File: src/rtl/muldiv_sequencer.sv
// muldiv_sequencer: multi-cycle RV32M multiply/divide unit for the Execute stage.
// A 32-step shift-add multiplier and a 32-step restoring divider share one
// 64-bit accumulator. Operands are kept as magnitudes plus sign bits, and the
// sign is applied once the op finishes.
//
// Ports:
//   clk       rising-edge clock
//   rst       synchronous active-high reset (wins over flush and start)
//   start     op request, only looked at in IDLE
//   flush     pipeline kill: abort to IDLE and suppress done
//   funct3    M op select (MUL/MULH/MULHSU/MULHU/DIV/DIVU/REM/REMU)
//   rs1_data  operand A (multiplicand / dividend)
//   rs2_data  operand B (multiplier / divisor)
//   busy      state != IDLE
//   done      one-cycle result-valid pulse
//   result    op result, held until the next done
//
// Build option: define MULDIV_FAST_MUL_EN to give multiplies a single-cycle
// combinational product (IDLE->DONE). Divides are unchanged.
module muldiv_sequencer #(
  parameter int XLEN  = 32,
  parameter int CNT_W = 5
) (
  input  logic            clk,
  input  logic            rst,
  input  logic            start,
  input  logic            flush,
  input  logic [2:0]      funct3,
  input  logic [XLEN-1:0] rs1_data,
  input  logic [XLEN-1:0] rs2_data,
  output logic            busy,
  output logic            done,
  output logic [XLEN-1:0] result
);

  typedef enum logic [1:0] {IDLE, CALC, DONE} state_t;
  state_t state, state_n;

  logic [2:0]        op;
  logic              sa, sb, special;
  logic [CNT_W-1:0]  cnt;
  logic [XLEN-1:0]   opnd;     // multiplicand (mul) or divisor (div) magnitude
  logic [2*XLEN-1:0] acc;      // mul: {partial hi, multiplier}; div: {rem, quo}
  logic [XLEN-1:0]   result_q;

  // Operand decode on the request.
  logic            sgn_a, sgn_b, neg_a, neg_b, div_zero, ovf, spec_in, fast_mul, accept;
  logic [XLEN-1:0] abs_a, abs_b, spec_val;

  always_comb begin
    sgn_a    = funct3[2] ? ~funct3[0] : (funct3 != 3'b011);
    sgn_b    = funct3[2] ? ~funct3[0] : ~funct3[1];
    neg_a    = sgn_a & rs1_data[XLEN-1];
    neg_b    = sgn_b & rs2_data[XLEN-1];
    abs_a    = neg_a ? -rs1_data : rs1_data;
    abs_b    = neg_b ? -rs2_data : rs2_data;
    div_zero = funct3[2] && (rs2_data == '0);
    ovf      = funct3[2] && !funct3[0] && (rs1_data == {1'b1, {(XLEN-1){1'b0}}})
               && (rs2_data == '1);
    spec_in  = div_zero | ovf;
    // divide-by-zero: quotient all-ones, remainder = dividend
    // signed overflow: quotient = dividend (most negative), remainder = 0
    if (div_zero) spec_val = funct3[1] ? rs1_data : '1;
    else          spec_val = funct3[1] ? '0 : rs1_data;
`ifdef MULDIV_FAST_MUL_EN
    fast_mul = ~funct3[2];
`else
    fast_mul = 1'b0;
`endif
    accept   = (state == IDLE) & start & ~flush;
  end

  // One iteration of each datapath.
  logic [XLEN:0]     mul_sum, rsh;
  logic [XLEN+1:0]   diff;
  logic [2*XLEN-1:0] mul_nxt, div_nxt;

  always_comb begin
    mul_sum = {1'b0, acc[2*XLEN-1:XLEN]} + (acc[0] ? {1'b0, opnd} : '0);
    mul_nxt = {mul_sum, acc[XLEN-1:1]};
    rsh     = {acc[2*XLEN-1:XLEN], acc[XLEN-1]};
    diff    = {1'b0, rsh} - {2'b00, opnd};
    // borrow means the trial subtract failed: keep the shifted remainder
    div_nxt = diff[XLEN+1] ? {rsh[XLEN-1:0], acc[XLEN-2:0], 1'b0}
                           : {diff[XLEN-1:0], acc[XLEN-2:0], 1'b1};
  end

  // Sign correction and result select, valid while in DONE.
  logic [2*XLEN-1:0] prod;
  logic [XLEN-1:0]   sel;

  always_comb begin
    prod = (sa ^ sb) ? -acc : acc;
    sel  = '0;
    if (special) sel = acc[XLEN-1:0];
    else begin
      case (op)
        3'b000:                 sel = prod[XLEN-1:0];
        3'b001, 3'b010, 3'b011: sel = prod[2*XLEN-1:XLEN];
        3'b100, 3'b101:         sel = (sa ^ sb) ? -acc[XLEN-1:0] : acc[XLEN-1:0];
        default:                sel = sa ? -acc[2*XLEN-1:XLEN] : acc[2*XLEN-1:XLEN];
      endcase
    end
  end

  always_comb begin
    state_n = state;
    case (state)
      IDLE:    if (accept) state_n = (spec_in | fast_mul) ? DONE : CALC;
      CALC:    if (cnt == '0) state_n = DONE;
      DONE:    state_n = IDLE;
      default: state_n = IDLE;
    endcase
    if (flush) state_n = IDLE;
  end

  assign busy = (state != IDLE);
  assign done = (state == DONE) & ~flush;
  // The done cycle shows the fresh value; afterwards the registered copy holds it.
  assign result = done ? sel : result_q;

  always_ff @(posedge clk) begin
    if (rst) begin
      state    <= IDLE;
      op       <= '0;
      sa       <= 1'b0;
      sb       <= 1'b0;
      special  <= 1'b0;
      cnt      <= '0;
      opnd     <= '0;
      acc      <= '0;
      result_q <= '0;
    end else begin
      state <= state_n;
      case (state)
        IDLE: if (accept) begin
          op      <= funct3;
          sa      <= neg_a;
          sb      <= neg_b;
          special <= spec_in;
          cnt     <= '1;
          if (spec_in) acc <= {{XLEN{1'b0}}, spec_val};
          else if (funct3[2]) begin
            acc  <= {{XLEN{1'b0}}, abs_a};
            opnd <= abs_b;
          end else begin
`ifdef MULDIV_FAST_MUL_EN
            acc  <= {{XLEN{1'b0}}, abs_a} * {{XLEN{1'b0}}, abs_b};
`else
            acc  <= {{XLEN{1'b0}}, abs_b};
            opnd <= abs_a;
`endif
          end
        end
        CALC: begin
          acc <= op[2] ? div_nxt : mul_nxt;
          cnt <= cnt - 1'b1;
        end
        DONE: if (!flush) result_q <= sel;
        default: ;
      endcase
    end
  end

endmodule
File: config.mk
export PLATFORM = sky130hd
export DESIGN_NAME = muldiv_sequencer
export DESIGN_NICKNAME = d
export VERILOG_FILES = /design/src/rtl/muldiv_sequencer.sv
export SDC_FILE = /design/constraint.sdc
export NUM_CORES = 1
export LEC_CHECK = 0
export CAP_MARGIN = 10
export CORE_MARGIN = 5
export CORE_UTILIZATION = 50
export CTS_BUF_LIST = sky130_fd_sc_hd__clkbuf_2
export CTS_CLUSTER_DIAMETER = 50
export DETAILED_ROUTE_END_ITERATION = 12
export PLACE_DENSITY = 0.72
export SLEW_MARGIN = 0
export SYNTH_ARGS = -nofsm -noshare
export SYNTH_HDL_FRONTEND = slang
export SYNTH_SLANG_ARGS = --single-unit
File: constraint.sdc
create_clock -name clk -period 9.5 [get_ports clk]
set_clock_uncertainty 0.2 [all_clocks]
set_input_delay 1.425 -clock clk [delete_from_list [all_inputs] [get_ports clk]]
set_output_delay 1.425 -clock clk [all_outputs]
set_load 0.02 [all_outputs]
Word level (Yosys, flattened, before mapping)

Cells that the tools add are included.
Widths: inputs -> output; s select.

$add $sub $neg: 8
$mul: 0
Divide/modulo/power cells: 0
Magnitude comparators: 0
Eq/ne operators: 12
Shift operators: 0
Mux-type cells: 27
Bitwise operators: 11
Reduce and logical (&&, ||, !) cells: 19

Operators by type and width:

| cell                 | number |
|---|---|
| $mux 32              | 13 |
| $mux 64              | 4 |
| $neg 32->32          | 4 |
| $pmux 64 s2          | 1 |
| $pmux 32 s3          | 1 |
| $eq 32x32->1 const B | 2 |
| $neg 64->64          | 1 |
| $sub 33x32->34       | 1 |
| $add 32x32->33       | 1 |
| $logic_not 32->1     | 1 |
| $pmux 5 s2           | 1 |
| $reduce_and 2->1     | 4 |
| $eq 3x2->1 const B   | 2 |
| $eq 3x3->1 const B   | 2 |
| $mux 2               | 3 |
| $and 1x1->1          | 5 |
| $logic_not 5->1      | 1 |
| $mux 5               | 1 |
| $sub 5x1->5 const B  | 1 |
| $logic_and 1x1->1    | 4 |
| $ne 2x2->1 const B   | 2 |
| $not 1->1            | 4 |
| $pmux 2 s2           | 1 |
| $reduce_bool 2->1    | 2 |
| 13 further kinds     | 15 |

Bits in registers: 141
Bits in latches: 0
Memory bits (writable): 0
Bits in read-only memories: 0
Input bits: 71
Logic and storage cells: 86
Memories kept: 0

Depth between registers and ports, before layout

Depth in word-level cells: 8
Gate-level depth with buffers: 14
Gate-level depth less buffers: 13

Worst setup path after synthesis

Ideal clock, no wire load.

Path type: register -> output
From: register acc[16]
To: output result[27]
Data arrival time: 3.502 ns
Path slack: 4.373 ns
Stages on the path, launching flop included: 12
Path buffers: 3
Cells stage by stage: dfxtp_1 buf_6 or4_4 or4_4 buf_6 or4_4 buf_6 o41ai_4 xnor2_1 nand2_1 nor4b_2 nor3_1

Cells in the longest elaborated chain, start to end: 5
Elaborated cells on any way between the ends: 7
Those cells by class: 2 x add/sub; 5 x mux

Ends and longest elaborated chain:

| item                                              | line    | text |
|---|---|---|
| start, declared                                   | 43      | `logic [2*XLEN-1:0] acc;` |
| start signal, assigned                            | 142     | `if (spec_in) acc <= {{XLEN{1'b0}}, spec_val};` |
| start signal, assigned                            | 144     | `acc <= {{XLEN{1'b0}}, abs_a};` |
| start signal, assigned                            | 150     | `acc <= {{XLEN{1'b0}}, abs_b};` |
| $neg 64->64 / $neg 32->32 (equally long branches) | 93, 100 |  |
| $mux 64 / $mux 32 (equally long branches)         | 93, 100 |  |
| $pmux 32 s3 *                                     | 97      | `case (op)` |
| $mux 32 *                                         | 95      | `if (special) sel = acc[XLEN-1:0];` |
| $mux 32 *                                         | 120     | `assign result = done ? sel : result_q;` |
| end, declared                                     | 33      | `output logic [XLEN-1:0] result` |

Every way passes the cells marked *; elsewhere a longest branch is shown, timed or not.

Final worst setup path

From: register acc[9]
To: output result[27]

Same word-level chain as after synthesis.

==> results.toml <==
[grt]
use_met1 = 0.463
grt_util_met3 = 0.0489
track_usage = 0.356
busiest_layer = "met2"
grt.overflow.total = 0
met2_usage = 0.561
grt_max_degree = 99
antenna_found_initial = 1
grt_pass1_wl_mm = 93.8
grt_pass1_vias = 15779

[cells_and_area]
synthToLayoutAreaGrowth_pct = 8.73
nFillCells = 2971
layout-drive-gt1-share = 0.0450
finalNetCount = 2308
layoutNonFillerInstCount = 2568

[sta]
maxSlewViolCount = 0
setup_tns_ns = 0
hold_viol_final = 0
worst_slack_ns = 2.89
rsz0062_at_grt = "no"
max_freq_ghz = 0.151
tightest_slew_ns = 1.29
timing.final.crit_share = 0.696
setup_viol = 0
slew_headroom = 0.140
period_needed_ns = 6.61

[detailed_routing]
drt_iter0_drc = 1985
vias_per_cell = 6.69
route.detailed.drc = 0
firstDrtPassIters = 9
antenna_left = 0
drt-total-wl_mm = 62.8
vias = 17175
wl_per_cell_um = 24.4

[synth]
ys_ff_latch = 141
ys.flop_type = "dfxtp_1"
synthTopCellsByArea = "dfxtp_1 (19%), a21oi_1 (6.9%), nor2_1 (5.9%)"
synth_warnings = 0
synthesis.nets = 2330
synth_top_area_frac = 0.187
avgSynthCellArea_sq_um = 6.92
synth_cells = 2186
yosys.area.top_type = "dfxtp_1"
synthesis.area_sq_um = 15100
synth-edff-count = 0
synth_cell_types = 79
seq_area_frac_synth = 0.187
async_flop_share = 0

[floorplanning]
rows = 63
start_util = 0.508
io_pins = 105
core_sq_um = 29800
die_w_um = 184
dieArea_sq_um = 33800
die_h_um = 184

[place]
place_inst = 2535
gp_congestion = 1.05
post-place-ws_ns = 3.30
portBuffers = 104
hpwl_mm = 48.7

[clocking]
clockRootBuffer = "clkbuf_2"
cts_max_level = 4
cts_made_buffers = 17
post_cts_buffers = 0
cts_sinks = 141
hold_buffers = 0
cts_buffer_depth = 2
clock_latency_ns = 0.82
cts-resized-gates = 0
clk_pin_slew_ns = 0.29
cts_tree = "yes"

[setup_path]
crit_fanout = 13
crit_required_ns = 7.88
path_common_cell = "or4_4"
r2r.worst_path.cells = 12
start_kind = "flop"
path_class = "flop to output port"
slowest_stage = "or4_4"
cpPeakStageDelay_ns = 0.73
r2r_end = "acc[42]"
critPathCaptureType = "output port"
worstPathCellList = "or4_4 > or4_1 > or4_4 > o41ai_4 > xnor2_1 > nand2_1 > nor4b_2 > nor3_1 > clkdlybuf4s50_1"
r2r_start = "acc[31]"
rrSetupSlack_ns = 4.85
cp.arrival_ns = 4.98

[power]
leakagePower_nw = 6.27
powerDensity_nw_per_um2 = 102
ir_drop_mv = 0.0672

[min_path]
hp-start = "opnd[19]"
min_delay_path_depth = 2
hold_class = "flop to flop"
holdPathEnd = "opnd[19]"

[run_status]
outcome = "complete, no violations"

[run]
cap_violations = 0
==> synth_stat cells, types with 12 or more instances <==
cell type	number
nand2_1	227
o41ai_1	13
clkbuf_1	150
o31ai_1	27
or4_1	18
o211ai_1	35
o21ai_0	149
or3_1	18
a31oi_1	23
a21oi_1	208
nand4_1	20
a22oi_1	13
and3_1	12
nand3b_1	17
nand2b_1	18
dfxtp_1	141
nor3_1	79
xor2_1	92
nor2b_1	31
and2_1	16
inv_1	71
nor2_1	237
nand3_1	26
a221oi_1	14
a21o_1	40
xnor2_1	96
mux2i_1	41
nor4_1	35
ha_1	71
a211oi_1	57
o221ai_1	22
==> through the flow <==
| step | utilization | hold slack [ns] | cell area (sq um) | total power, W |
|---|---|---|---|---|
| final | 0.552 | 0.268 | 16500 | 0.00168 |
| after global routing | 0.552 | 0.293 | 16500 | 0.00175 |
| after CTS | 0.552 | 0.274 | 16400 | 0.00166 |
| after detailed placement | 0.544 | 0.248 | 16200 | 0.00129 |
| after global placement | 0.544 | 0.239 | 16200 | 0.00129 |
| after floorplan | - | 0.232 | 15100 | 0.00107 |
==> sequential cells by signal, summed over array words and instances, names as in the netlist <==
name	count
sa	1
cnt	5
acc	64
state	2
opnd	32
sb	1
result_q	32
op	3
special	1
==> cell usage in the layout (no fill, tap or decap), types with 12 or more instances in the layout <==
cell type	instances
inv_1	71
a221oi_1	14
a21oi_1	208
clkdlybuf4s50_1	102
and2_1	16
o31ai_1	26
o221ai_1	22
nand2b_1	18
nor2_1	236
nor4_1	35
clkbuf_2	17
or4_1	18
nand2_1	227
xnor2_1	95
a22oi_1	13
o41ai_1	13
buf_4	31
a21o_1	40
a31oi_1	23
nand3_1	26
a211oi_1	57
xor2_1	91
mux2i_1	41
ha_1	71
and3_1	12
nand4_1	20
o21ai_0	149
or3_1	18
nor3_1	79
nor2b_1	30
dfxtp_1	140
o211ai_1	35
nand3b_1	17
==> report_power, final <==
part / switching (W) / internal, W / leakage [nW] / total (W)
clock network: 0.000290 / 0.0000862 / 0.145 / 0.000376
logic: 0.000410 / 0.000221 / 4.98 / 0.000630
registers: 0.0000536 / 0.000620 / 1.15 / 0.000673
total: 0.000753 / 0.000926 / 6.27 / 0.00168
==> worst max-delay path, delay by kind of cell, from the launching register on <==
family | cells | cell delay, ns
AND/OR/NAND/NOR | 6 | 2.46
AO/OA/AOI/OAI | 1 | 0.39
flip-flops | 1 | 0.50
buffers and inverters | 1 | 0.63
XOR/XNOR | 1 | 0.17
==> layer usage <==
| layer | vias to the layer above | wire length [um] |
|---|---|---|
| li1 | 7902 | - |
| met1 | 8148 | 25500 |
| met2 | 942 | 28100 |
| met3 | 183 | 4860 |
| met4 | 0 | 4250 |
| met5 | - | 0 |
==> cells by family after synthesis <==
logic type      share of synthesized area
mux                                0.0279
fa+ha+maj                          0.0633
simple gates                        0.250
xor+xnor                            0.109
compound gates                      0.299
flops                               0.187
buf+inv                            0.0638
==> area by class of cell <==
cell class / instances / area [sq um] / area share
timing repair buffer: 134 / 1260 / 0.0765
clock buffer: 17 / 85.1 / 0.00517
inverter: 72 / 270 / 0.0164
tap: 390 / 488 / 0.0297
antenna: 1 / 2.50 / 0.000152
sequential: 141 / 2820 / 0.172
clock inverter: 15 / 151 / 0.00920
multi-input combinational: 1798 / 11400 / 0.691
==> worst max-delay path by stage <==
stage          slack (ns)    endpoint    start  depth (start not counted)
2_1_floorplan        4.37  result[27]  acc[16]                         11
3_5_place_dp         3.30   result[4]    flush                         12
3_3_place_gp         3.39   result[4]    flush                         12
4_1_cts              2.86  result[27]   acc[9]                          9
5_1_grt              2.64  result[27]   acc[9]                          9
6_report             2.89  result[27]   acc[9]                          9
Note: power is estimated with default switching activity, not from simulation.
